--- src/rtl/apb_bridge_pkg.sv ---
// Shared types for the APB master bridge: FSM state encoding and transfer direction.
package apb_bridge_pkg;

    typedef enum logic [1:0] {
        IDLE   = 2'd0,
        SETUP  = 2'd1,
        ACCESS = 2'd2,
        DONE   = 2'd3
    } apb_state_t;

    localparam logic DIR_WRITE = 1'b1;
    localparam logic DIR_READ  = 1'b0;

endpackage

--- src/rtl/apb_master_bridge_if.sv ---
// APB3 bus between the bridge (master) and a single slave.
interface apb_master_bridge_if #(
    parameter int unsigned ADDR_W = 8,
    parameter int unsigned DATA_W = 8
) ();

    logic [ADDR_W-1:0] paddr;
    logic              pwrite;
    logic              psel;
    logic              penable;
    logic [DATA_W-1:0] pwdata;
    logic [DATA_W-1:0] prdata;
    logic              pready;
    logic              pslverr;

    modport master (
        output paddr, pwrite, psel, penable, pwdata,
        input  prdata, pready, pslverr
    );

    modport slave (
        input  paddr, pwrite, psel, penable, pwdata,
        output prdata, pready, pslverr
    );

endinterface

--- src/rtl/apb_master_bridge.sv ---
// Converts level write/read requests into APB3 transfers with round-robin
// arbitration, slave-error reporting and an optional pready timeout.
module apb_master_bridge
    import apb_bridge_pkg::*;
#(
    parameter int unsigned ADDR_W  = 8,
    parameter int unsigned DATA_W  = 8,
    parameter int unsigned TIMEOUT = 16
) (
    input  logic                pclk,
    input  logic                presetn,
    input  logic                write_req,
    input  logic [ADDR_W-1:0]   write_addr,
    input  logic [DATA_W-1:0]   write_data,
    output logic                write_ack,
    input  logic                read_req,
    input  logic [ADDR_W-1:0]   read_addr,
    output logic [DATA_W-1:0]   read_data,
    output logic                read_ack,
    output logic                resp_err,
    apb_master_bridge_if.master apb
);

    localparam int unsigned     CntW    = (TIMEOUT > 0) ? $clog2(TIMEOUT + 1) : 1;
    localparam logic [CntW-1:0] CntLast = CntW'(TIMEOUT - 1);

    apb_state_t        state_q;
    logic              ptr_q;
    logic [CntW-1:0]   cnt_q;
    logic [ADDR_W-1:0] paddr_q;
    logic [DATA_W-1:0] pwdata_q;
    logic              pwrite_q;
    logic              psel_q;
    logic              penable_q;
    logic              write_ack_q;
    logic              read_ack_q;
    logic [DATA_W-1:0] read_data_q;
    logic              resp_err_q;
    logic              grant_wr;

    // Write wins when it is alone or when the pointer favours it.
    assign grant_wr = write_req && (!read_req || ptr_q == DIR_WRITE);

    always_ff @(posedge pclk or negedge presetn) begin
        if (!presetn) begin
            state_q     <= IDLE;
            ptr_q       <= DIR_WRITE;
            cnt_q       <= '0;
            paddr_q     <= '0;
            pwdata_q    <= '0;
            pwrite_q    <= 1'b0;
            psel_q      <= 1'b0;
            penable_q   <= 1'b0;
            write_ack_q <= 1'b0;
            read_ack_q  <= 1'b0;
            read_data_q <= '0;
            resp_err_q  <= 1'b0;
        end else begin
            write_ack_q <= 1'b0;
            read_ack_q  <= 1'b0;
            unique case (state_q)
                IDLE: begin
                    if (write_req || read_req) begin
                        pwrite_q <= grant_wr;
                        paddr_q  <= grant_wr ? write_addr : read_addr;
                        if (grant_wr) pwdata_q <= write_data;
                        ptr_q    <= grant_wr ? DIR_READ : DIR_WRITE;
                        psel_q   <= 1'b1;
                        state_q  <= SETUP;
                    end
                end
                SETUP: begin
                    penable_q <= 1'b1;
                    cnt_q     <= '0;
                    state_q   <= ACCESS;
                end
                ACCESS: begin
                    if (apb.pready) begin
                        psel_q      <= 1'b0;
                        penable_q   <= 1'b0;
                        resp_err_q  <= apb.pslverr;
                        if (!pwrite_q) read_data_q <= apb.prdata;
                        write_ack_q <= pwrite_q;
                        read_ack_q  <= !pwrite_q;
                        state_q     <= DONE;
                    end else if (TIMEOUT != 0) begin
                        // Counter ends at TIMEOUT on abort, so it never wraps.
                        cnt_q <= cnt_q + 1'b1;
                        if (cnt_q == CntLast) begin
                            psel_q      <= 1'b0;
                            penable_q   <= 1'b0;
                            resp_err_q  <= 1'b1;
                            if (!pwrite_q) read_data_q <= '0;
                            write_ack_q <= pwrite_q;
                            read_ack_q  <= !pwrite_q;
                            state_q     <= DONE;
                        end
                    end
                end
                DONE: begin
                    state_q <= IDLE;
                end
                default: state_q <= IDLE;
            endcase
        end
    end

    assign apb.paddr   = paddr_q;
    assign apb.pwdata  = pwdata_q;
    assign apb.pwrite  = pwrite_q;
    assign apb.psel    = psel_q;
    assign apb.penable = penable_q;
    assign write_ack   = write_ack_q;
    assign read_ack    = read_ack_q;
    assign read_data   = read_data_q;
    assign resp_err    = resp_err_q;

endmodule

--- src/flat_wrapper.sv ---
// flat-port wrapper written by rule: the top's interface ports become plain ports
module apb_master_bridge_flat import apb_bridge_pkg::*;
#(
    parameter int unsigned ADDR_W  = 8,
    parameter int unsigned DATA_W  = 8,
    parameter int unsigned TIMEOUT = 16
)
  (pclk, presetn, write_req, write_addr, write_data, write_ack, read_req, read_addr, read_data, read_ack, resp_err, apb_paddr, apb_pwrite, apb_psel, apb_penable, apb_pwdata, apb_prdata, apb_pready, apb_pslverr);
  apb_master_bridge_if #(.ADDR_W(ADDR_W), .DATA_W(DATA_W)) apb_i ();
  input  logic pclk;
  input  logic presetn;
  input  logic write_req;
  input  logic [ADDR_W-1:0] write_addr;
  input  logic [DATA_W-1:0] write_data;
  output logic write_ack;
  input  logic read_req;
  input  logic [ADDR_W-1:0] read_addr;
  output logic [DATA_W-1:0] read_data;
  output logic read_ack;
  output logic resp_err;
  output wire logic [$bits(apb_i.paddr)-1:0] apb_paddr;
  output wire logic [$bits(apb_i.pwrite)-1:0] apb_pwrite;
  output wire logic [$bits(apb_i.psel)-1:0] apb_psel;
  output wire logic [$bits(apb_i.penable)-1:0] apb_penable;
  output wire logic [$bits(apb_i.pwdata)-1:0] apb_pwdata;
  input wire logic [$bits(apb_i.prdata)-1:0] apb_prdata;
  input wire logic [$bits(apb_i.pready)-1:0] apb_pready;
  input wire logic [$bits(apb_i.pslverr)-1:0] apb_pslverr;
  assign apb_paddr = apb_i.paddr;
  assign apb_pwrite = apb_i.pwrite;
  assign apb_psel = apb_i.psel;
  assign apb_penable = apb_i.penable;
  assign apb_pwdata = apb_i.pwdata;
  assign apb_i.prdata = apb_prdata;
  assign apb_i.pready = apb_pready;
  assign apb_i.pslverr = apb_pslverr;
  apb_master_bridge #(.ADDR_W(ADDR_W), .DATA_W(DATA_W), .TIMEOUT(TIMEOUT)) u_core (.pclk(pclk), .presetn(presetn), .write_req(write_req), .write_addr(write_addr), .write_data(write_data), .write_ack(write_ack), .read_req(read_req), .read_addr(read_addr), .read_data(read_data), .read_ack(read_ack), .resp_err(resp_err), .apb(apb_i));
endmodule
--- config.mk ---
export PLATFORM = sky130hd
export DESIGN_NAME = apb_master_bridge_flat
export DESIGN_NICKNAME = d
export VERILOG_FILES = /design/src/rtl/apb_bridge_pkg.sv /design/src/rtl/apb_master_bridge_if.sv /design/src/rtl/apb_master_bridge.sv /design/src/flat_wrapper.sv
export SDC_FILE = /design/constraint.sdc
export NUM_CORES = 1
export LEC_CHECK = 0
export CELL_PAD_IN_SITES_DETAIL_PLACEMENT = 0
export CELL_PAD_IN_SITES_GLOBAL_PLACEMENT = 1
export CORE_UTILIZATION = 33
export DETAILED_ROUTE_END_ITERATION = 8
export PLACE_DENSITY = 0.91
export SLEW_MARGIN = 15
export SYNTH_ARGS = -nofsm -noshare
export SYNTH_HDL_FRONTEND = slang
export SYNTH_SLANG_ARGS = --single-unit
--- constraint.sdc ---
create_clock -name pclk -period 2.3 [get_ports pclk]
set_input_delay 0.23 -clock pclk [delete_from_list [all_inputs] [get_ports pclk]]
set_output_delay 0.23 -clock pclk [all_outputs]
set_load 0.1 [all_outputs]
==> flow_metrics.env, run 1 <==
export IMPL_synth_xor_area_share_pct=1.49
export IMPL_num_rows=26
export IMPL_clk_pin_slew_ns=0.08
export IMPL_synthTopCellsByArea="dfrtp_1 (52%), o21ai_0 (6.5%), a221o_2 (5.1%)"
export IMPL_fin_crit_ns=1.90
export IMPL_post_cts_setup_buffers=0
export IMPL_hold_class="primary input to asynchronous set/reset pin"
export IMPL_nets=268
export IMPL_setup_tns_final_ns=0
export IMPL_antenna_found_initial=0
export IMPL_drtIter0Drc=92
export IMPL_grt_first_pass_wirelength_mm=5.85
export IMPL_ios=68
export IMPL_avgSynthCellArea_um2=11.5
export IMPL_syn_inst=154
export IMPL_arrival_ns=2.06
export IMPL_ys_flop_type="dfrtp_1"
export IMPL_cts_hold_buf=0
export IMPL_worst_slew_pin_slew_ns=0.844
export IMPL_drive_above_1_share_pct=29.0
export IMPL_required_ns=2.46
export IMPL_maxClockFrequency_mhz=527
export IMPL_rsz0062_at_grt="no"
export IMPL_cp_common_cell="ha_1"
export IMPL_dieArea_mm2=0.00565
export IMPL_yosysSeqAreaShare_pct=53.9
export IMPL_drc=0
export IMPL_synth_edf_count=0
export IMPL_crit_slowest_cell="dfrtp_1"
export IMPL_cts_resized=0
export IMPL_core_area_mm2=0.00514
export IMPL_drt_wl_total_mm=3.77
export IMPL_grt_max_degree=39
export IMPL_synth_commonest_cells="dfrtp_1 (37), o21ai_0 (23), nand2_1 (13)"
export IMPL_chipWidth_um=75.2
export IMPL_synth_top_area_cell="dfrtp_1"
export IMPL_cap_violations=0
export IMPL_synthMuxAreaShare_pct=6.51
export IMPL_synth_seq_cells=38
export IMPL_htreeDepth=2
export IMPL_clockRootBuffer="clkbuf_8"
export IMPL_hold_violations=0
export IMPL_port_buffers=67
export IMPL_crit_path_start_kind="flop"
export IMPL_synthAdderAreaFrac_pct=4.95
export IMPL_finalMaxSlewViolations=0
export IMPL_end_kind="flop"
export IMPL_async_flop_share_pct=100
export IMPL_syn_area_mm2=0.00177
export IMPL_hpwl_mm=2.73
export IMPL_vias=1373
export IMPL_criticalPathCategory="flop to flop"
export IMPL_yosysUniqueCellTypes=33
export IMPL_postRouteAntennaNets=0
export IMPL_synth_top_family_by_area="compound AO/OA/AOI/OAI gates"
export IMPL_path_max_fanout=10
export IMPL_synth_compound_area_share_pct=17.8
export IMPL_crit_chain="ha_1 -> and3_1 -> ha_1 -> o21ai_2 -> nand2b_1 -> o21ai_0"
export IMPL_status="finished clean"
export IMPL_diodes=0
export IMPL_synth_most_common_cell="dfrtp_1"
export IMPL_area_delta_synth_final_pct=41.8
export IMPL_synth_simple_area_share_pct=10.7
export IMPL_via_per_inst=4.67
export IMPL_cts_tree="done"
export IMPL_yosys_warnings=0
export IMPL_fin_crit_sh_pct=82.4
export IMPL_wl_per_cell_um=12.8
export IMPL_clockBufferDepth=2
export IMPL_cts_buffers=5
export IMPL_grt_pass1_vias=1294
export IMPL_cts_sinks=38
export IMPL_gp_congestion=0.706
export IMPL_critPathMaxStageDelay_ns=0.42
export IMPL_overflow=0
export IMPL_skew_ns=0.0120
export IMPL_initial_core_util_pct=34.4
export IMPL_gr_usage_all_layers_pct=13.7
export IMPL_die_h_um=75.2
export IMPL_synth_top_area_share_pct=52.4
export IMPL_fillCellCount=492
export IMPL_drt_pass1_iter_count=4
export IMPL_setup_violations=0
export IMPL_syn_nets=199
export IMPL_reg2reg_depth=6
export IMPL_slew_headroom_pct=43.7
export IMPL_clkLatencyLatePin_ns=0.29
## metal layers
| metal | vias to the layer above | share of wire (%) | GRT usage (%) |
|---|---|---|---|
| met5 | - | 0 | 0 |
| met4 | 0 | 0.95 | 4.32 |
| met3 | 4 | 6.0 | 4.82 |
| met2 | 37 | 47 | 22.6 |
| met1 | 659 | 46 | 17.0 |
| li1 | 673 | - | - |
## through the flow
step           area, µm²  hold WS (ns)  util [%]  setup WS, ns  instances
2_1_floorplan       1770       -0.0656         -         0.667        154
3_3_place_gp        2410         0.385      46.9         0.417        286
4_1_cts             2510        0.0780      48.8         0.374        294
5_1_grt             2510         0.113      48.8         0.215        294
3_5_place_dp        2410         0.394      46.9         0.392        286
6_report            2510        0.0475      48.8         0.404        294
## sequential cells by signal, indices dropped and copies added (netlist names)
| signal | flops |
|---|---|
| u_core.cnt_q | 5 |
| u_core.state_q | 2 |
| u_core.read_data | 8 |
| u_core.apb.penable | 1 |
| u_core.read_ack | 1 |
| u_core.apb.pwdata | 8 |
| u_core.apb.paddr | 8 |
| u_core.write_ack | 1 |
| u_core.ptr_q | 1 |
| u_core.apb.pwrite | 1 |
| u_core.apb.psel | 1 |
| u_core.resp_err | 1 |
## cell families after synthesis
group	count (synthesis)
AOI/OAI and AO/OA	44
adders and majority gates	7
muxes	10
DFF	38
buffers and inverters	16
and+or+nand+nor	36
xor gates and xnor gates	3
## final timing paths
check                                      from                   end  slack, ns
hold reg to reg            u_core.apb.pwdata[0]  u_core.apb.pwdata[0]       0.51
setup / recovery                u_core.cnt_q[0]   u_core.read_data[7]       0.40
hold / removal                          presetn       u_core.cnt_q[3]       0.05
min in group pclk                 apb_prdata[1]   u_core.read_data[1]       0.49
max in group asynchronous               presetn   u_core.read_data[0]       1.73
setup reg to reg                u_core.cnt_q[0]   u_core.read_data[7]       0.40
## placed cells by master (no fill, tap or decap), types with 2 or more instances in the layout
master           synthesis  final
a21o_1                   3      3
a21oi_1                  2      2
a221o_2                  8      8
and2_0                   7      7
buf_4                    0     32
clkbuf_8                 0      6
clkdlybuf4s50_1          0     36
dfrtp_1                 37     37
ha_1                     7      7
inv_1                    9      9
mux2_2                   8      8
nand2_1                 13     13
nand2b_1                 5      5
nor2_1                   4      4
nor3b_1                  3      3
o21ai_0                 23     23
o21ai_2                  2      2
xnor2_1                  3      3
## layout make-up
cell class | instances | area, µm² | area share (%)
clock buffer | 6 | 82.6 | 3.30
clock inverter | 2 | 12.5 | 0.499
inverter | 9 | 33.8 | 1.35
multi-input combinational | 100 | 732 | 29.2
sequential | 38 | 952 | 38.0
tap | 70 | 87.6 | 3.49
timing repair buffer | 69 | 606 | 24.2
## critical path, delay by kind of cell (launching register included)
family / cells / cell delay, ns
AND/OR/NAND/NOR: 2 / 0.48
AO/OA/AOI/OAI: 2 / 0.45
adder cells (fa/ha/maj): 2 / 0.43
flip-flops: 1 / 0.42
Power of run 1 is left out: the tool's default activity adds up to more than one toggle a clock period on the data nets, which glitch-free logic cannot reach.
==> run 2, diff against run 1 <==
==> constraint.sdc (replaced) <==
create_clock -name pclk -period 1.76 [get_ports pclk]
set_input_delay 0.176 -clock pclk [delete_from_list [all_inputs] [get_ports pclk]]
set_output_delay 0.176 -clock pclk [all_outputs]
set_load 0.1 [all_outputs]
==> flow_metrics.env, run 2 (synthesis gave the netlist of run 1 again) <==
export IMPL_diodes=0
export IMPL_reg2reg_from="u_core.state_q[0]"
export IMPL_final_cell_mix="dfrtp_1 (37), clkdlybuf4s50_1 (36), buf_4 (33), o21ai_0 (23), nand2_1 (13)"
export IMPL_drt_wl_total_mm=3.74
export IMPL_crit_chain="inv_1 -> ha_1 -> nand2_2 -> a21oi_4 -> buf_12 -> mux2_2"
export IMPL_nets=273
export IMPL_cp_top_family="flip-flops"
export IMPL_gr_usage_all_layers_pct=13.6
export IMPL_grt_pass1_vias=1257
export IMPL_end_kind="flop"
export IMPL_cts_sinks=38
export IMPL_clkLatencyLatePin_ns=0.29
export IMPL_clk_pin_slew_ns=0.08
export IMPL_cts_buffers=5
export IMPL_num_rows=26
export IMPL_die_h_um=75.2
export IMPL_drive_above_1_share_pct=30.6
export IMPL_path_max_fanout=17
export IMPL_fillCellCount=472
export IMPL_wl_per_cell_um=12.5
export IMPL_grt_first_pass_wirelength_mm=5.73
export IMPL_clockBufferDepth=2
export IMPL_rsz0062_at_grt="no"
export IMPL_drt_pass1_iter_count=3
export IMPL_htreeDepth=2
export IMPL_maxClockFrequency_mhz=630
export IMPL_required_ns=1.94
export IMPL_core_area_mm2=0.00514
export IMPL_grt_max_degree=39
export IMPL_cp_startpoint="u_core.state_q[0]"
export IMPL_hpwl_mm=2.71
export IMPL_hold_class="primary input to asynchronous set/reset pin"
export IMPL_finalMaxSlewViolations=0
export IMPL_arrival_ns=1.77
export IMPL_worst_slew_pin_slew_ns=0.452
export IMPL_crit_slowest_cell="dfrtp_1"
export IMPL_vias=1377
export IMPL_via_per_inst=4.61
export IMPL_setup_violations=0
export IMPL_drc=0
export IMPL_chipWidth_um=75.2
export IMPL_antenna_found_initial=0
export IMPL_drtIter0Drc=62
export IMPL_criticalPathCategory="flop to flop"
export IMPL_slew_headroom_pct=69.9
export IMPL_cap_violations=0
export IMPL_initial_core_util_pct=34.4
export IMPL_hold_violations=0
export IMPL_dieArea_mm2=0.00565
export IMPL_cts_tree="done"
export IMPL_final_common_cell="dfrtp_1"
export IMPL_port_buffers=67
export IMPL_setup_tns_final_ns=0
export IMPL_critical_path_buf_inv_count=2
export IMPL_dpl_worst_slack_ns=0.0748
export IMPL_area_delta_synth_final_pct=49.0
export IMPL_fin_ws_ns=0.172
export IMPL_fin_crit_ns=1.59
export IMPL_postRouteAntennaNets=0
export IMPL_status="finished clean"
export IMPL_fin_crit_sh_pct=90.2
export IMPL_clockRootBuffer="clkbuf_8"
export IMPL_gp_congestion=0.693
export IMPL_crit_path_start_kind="flop"
export IMPL_critPathMaxStageDelay_ns=0.40
export IMPL_overflow=0
export IMPL_ios=68
export IMPL_skew_ns=0.00683
run 2: final timing paths:
kind	endpoint	slack [ns]	cells past startpoint
min in group pclk	u_core.read_data[5]	0.44	3
setup / recovery	u_core.apb.pwdata[4]	0.17	6
setup reg to reg	u_core.apb.pwdata[4]	0.17	6
hold reg to reg	u_core.read_data[1]	0.51	2
hold / removal	u_core.apb.pwdata[5]	0.39	3
max in group asynchronous	u_core.ptr_q	1.11	3
run 2: cell type report:
class	instances	area (µm²)	share of cell area, %
Inverter	9	33.8	1.28
Clock inverter	2	60.1	2.28
Sequential cell	38	952	36.2
Clock buffer	6	82.6	3.14
Multi-Input combinational cell	100	734	27.9
Tap cell	70	87.6	3.33
Timing Repair Buffer	74	683	25.9
run 2: worst min-delay path, cell delays in order:
cell and delay (ns):
dlygate4sd3_1 0.52, buf_2 0.12, buf_12 0.22
run 2: what timing repair did:
item                                    4_1_cts  5_1_grt
hold buffers                                  1        0
gates resized for setup                       0        1
endpoints found under the hold margin        37        0
endpoints found under the setup margin        0        8
buffers inserted                              0        1
run 2: routing by layer:
layer	vias up	GRT usage (%)	wire length, µm
met5	-	0	0
met4	0	4.53	38
met3	5	4.28	205
met2	37	22.0	1780
met1	652	17.4	1720
li1	683	-	-
run 2: through the flow:
step	hold slack (ns)	utilization, %	instance area (µm²)	std cells
2_1_floorplan	-0.120	-	1770	154
3_3_place_gp	0.157	48.1	2470	289
3_5_place_dp	0.166	48.1	2470	289
4_1_cts	0.383	51.0	2620	298
5_1_grt	0.413	51.2	2630	299
6_report	0.385	51.2	2630	299
Power of run 2 is left out for the same reason.
==> run 3, diff against run 2 <==
--- a/config.mk
+++ b/config.mk
@@ -9,7 +9,8 @@
 export CELL_PAD_IN_SITES_GLOBAL_PLACEMENT = 1
 export CORE_UTILIZATION = 33
 export DETAILED_ROUTE_END_ITERATION = 8
-export PLACE_DENSITY = 0.91
+export HOLD_SLACK_MARGIN = 0.08
+export PLACE_DENSITY = 0.81
 export SLEW_MARGIN = 15
 export SYNTH_ARGS = -nofsm -noshare
 export SYNTH_HDL_FRONTEND = slang
==> flow_metrics.env, run 3 (synthesis gave the netlist of run 1 again) <==
export IMPL_grt_max_degree=21
export IMPL_crit_path_start_kind="flop"
export IMPL_ios=68
export IMPL_end_kind="flop"
export IMPL_drtIter0Drc=50
export IMPL_area_delta_synth_final_pct=49.0
export IMPL_clkLatencyLatePin_ns=0.29
export IMPL_clockBufferDepth=2
export IMPL_hpwl_mm=2.72
export IMPL_final_common_cell="dfrtp_1"
export IMPL_final_cell_mix="dfrtp_1 (37), clkdlybuf4s50_1 (36), buf_4 (35), o21ai_0 (23), nand2_1 (13)"
export IMPL_die_h_um=75.2
export IMPL_gp_congestion=0.690
export IMPL_port_buffers=67
export IMPL_grt_first_pass_wirelength_mm=5.93
export IMPL_worst_slew_pin_slew_ns=0.433
export IMPL_arrival_ns=1.79
export IMPL_rsz0062_at_grt="no"
export IMPL_setup_violations=0
export IMPL_crit_chain="inv_1 -> ha_1 -> nand2_2 -> a21oi_4 -> buf_12 -> mux2_2"
export IMPL_grt_pass1_vias=1289
export IMPL_dieArea_mm2=0.00565
export IMPL_critPathMaxStageDelay_ns=0.40
export IMPL_cp_top_family="flip-flops"
export IMPL_criticalPathCategory="flop to flop"
export IMPL_critical_path_buf_inv_count=2
export IMPL_drt_pass1_iter_count=4
export IMPL_finalMaxSlewViolations=0
export IMPL_overflow=0
export IMPL_wl_per_cell_um=12.3
export IMPL_skew_ns=0.00675
export IMPL_via_per_inst=4.61
export IMPL_clockRootBuffer="clkbuf_8"
export IMPL_drive_above_1_share_pct=31.3
export IMPL_diodes=0
export IMPL_cts_sinks=38
export IMPL_cap_violations=0
export IMPL_setup_tns_final_ns=0
export IMPL_fin_crit_sh_pct=91.7
export IMPL_cts_buffers=5
export IMPL_hold_class="primary input to asynchronous set/reset pin"
export IMPL_antenna_found_initial=0
export IMPL_maxClockFrequency_mhz=620
export IMPL_vias=1383
export IMPL_hold_violations=0
export IMPL_num_rows=26
export IMPL_crit_slowest_cell="dfrtp_1"
export IMPL_drc=0
export IMPL_htreeDepth=2
export IMPL_fin_crit_ns=1.61
export IMPL_cts_tree="done"
export IMPL_clk_pin_slew_ns=0.08
export IMPL_drt_wl_total_mm=3.69
export IMPL_core_area_mm2=0.00514
export IMPL_slew_headroom_pct=71.2
export IMPL_path_max_fanout=17
export IMPL_status="finished clean"
export IMPL_chipWidth_um=75.2
export IMPL_nets=274
export IMPL_required_ns=1.94
export IMPL_postRouteAntennaNets=0
export IMPL_gr_usage_all_layers_pct=14.2
export IMPL_initial_core_util_pct=34.4
run 3: changes by cell type in the layout (fill, tap and decap cells not counted), sizes merged:
cell | previous run | this run
buf | 37 | 38
run 3: through the flow:
step / utilization (%) / worst slack, ns / area [µm²] / cells / hold slack (ns)
after detailed placement: 48.1 / 0.0661 / 2470 / 291 / 0.145
final: 51.2 / 0.147 / 2630 / 300 / 0.362
after global routing: 51.2 / 0.0333 / 2630 / 300 / 0.412
after CTS: 51.1 / 0.0402 / 2630 / 300 / 0.371
after global placement: 48.1 / 0.113 / 2470 / 291 / 0.145
after floorplan: - / 0.127 / 1770 / 154 / -0.120
run 3: layout make-up:
type                            count  area (µm²)
Fill cell                         483        2510
Sequential cell                    38         952
Multi-Input combinational cell    100         739
Timing Repair Buffer               75         678
Tap cell                           70        87.6
Clock buffer                        6        82.6
Clock inverter                      2        60.1
Inverter                            9        33.8
run 3: worst reg2reg max path, cell delays in order, from the launching register on:
cell and delay [ns]:
dfrtp_1 0.40, inv_1 0.11, ha_1 0.24, nand2_2 0.09
a21oi_4 0.14, buf_12 0.17, mux2_2 0.35
run 3: final timing paths:
path | from | endpoint | slack (ns) | cells after the start
min in group pclk | apb_prdata[7] | u_core.read_data[7] | 0.43 | 3
min | presetn | u_core.read_data[4] | 0.36 | 2
max reg2reg | u_core.state_q[0] | u_core.apb.pwdata[1] | 0.15 | 6
min reg2reg | u_core.apb.pwdata[7] | u_core.apb.pwdata[7] | 0.51 | 1
max | u_core.state_q[0] | u_core.apb.pwdata[1] | 0.15 | 6
max in group asynchronous | presetn | u_core.ptr_q | 0.83 | 3
run 3: routing by layer:
layer  vias to the layer above  share of wire (%)  GRT usage, %  wire [µm]
met4                         0                1.1          4.32         40
li1                        684                  -             -          -
met2                        44                 48          22.4       1760
met1                       651                 44          18.4       1620
met3                         4                7.0          5.09        258
met5                         -                  0             0          0
run 3: timing repair:
action,in CTS,in global routing
gates resized for setup,0,2
setup endpoints to repair,0,9
hold buffers,1,0
hold endpoints to repair,18,0
buffers inserted,0,0
Power of run 3 is left out for the same reason.
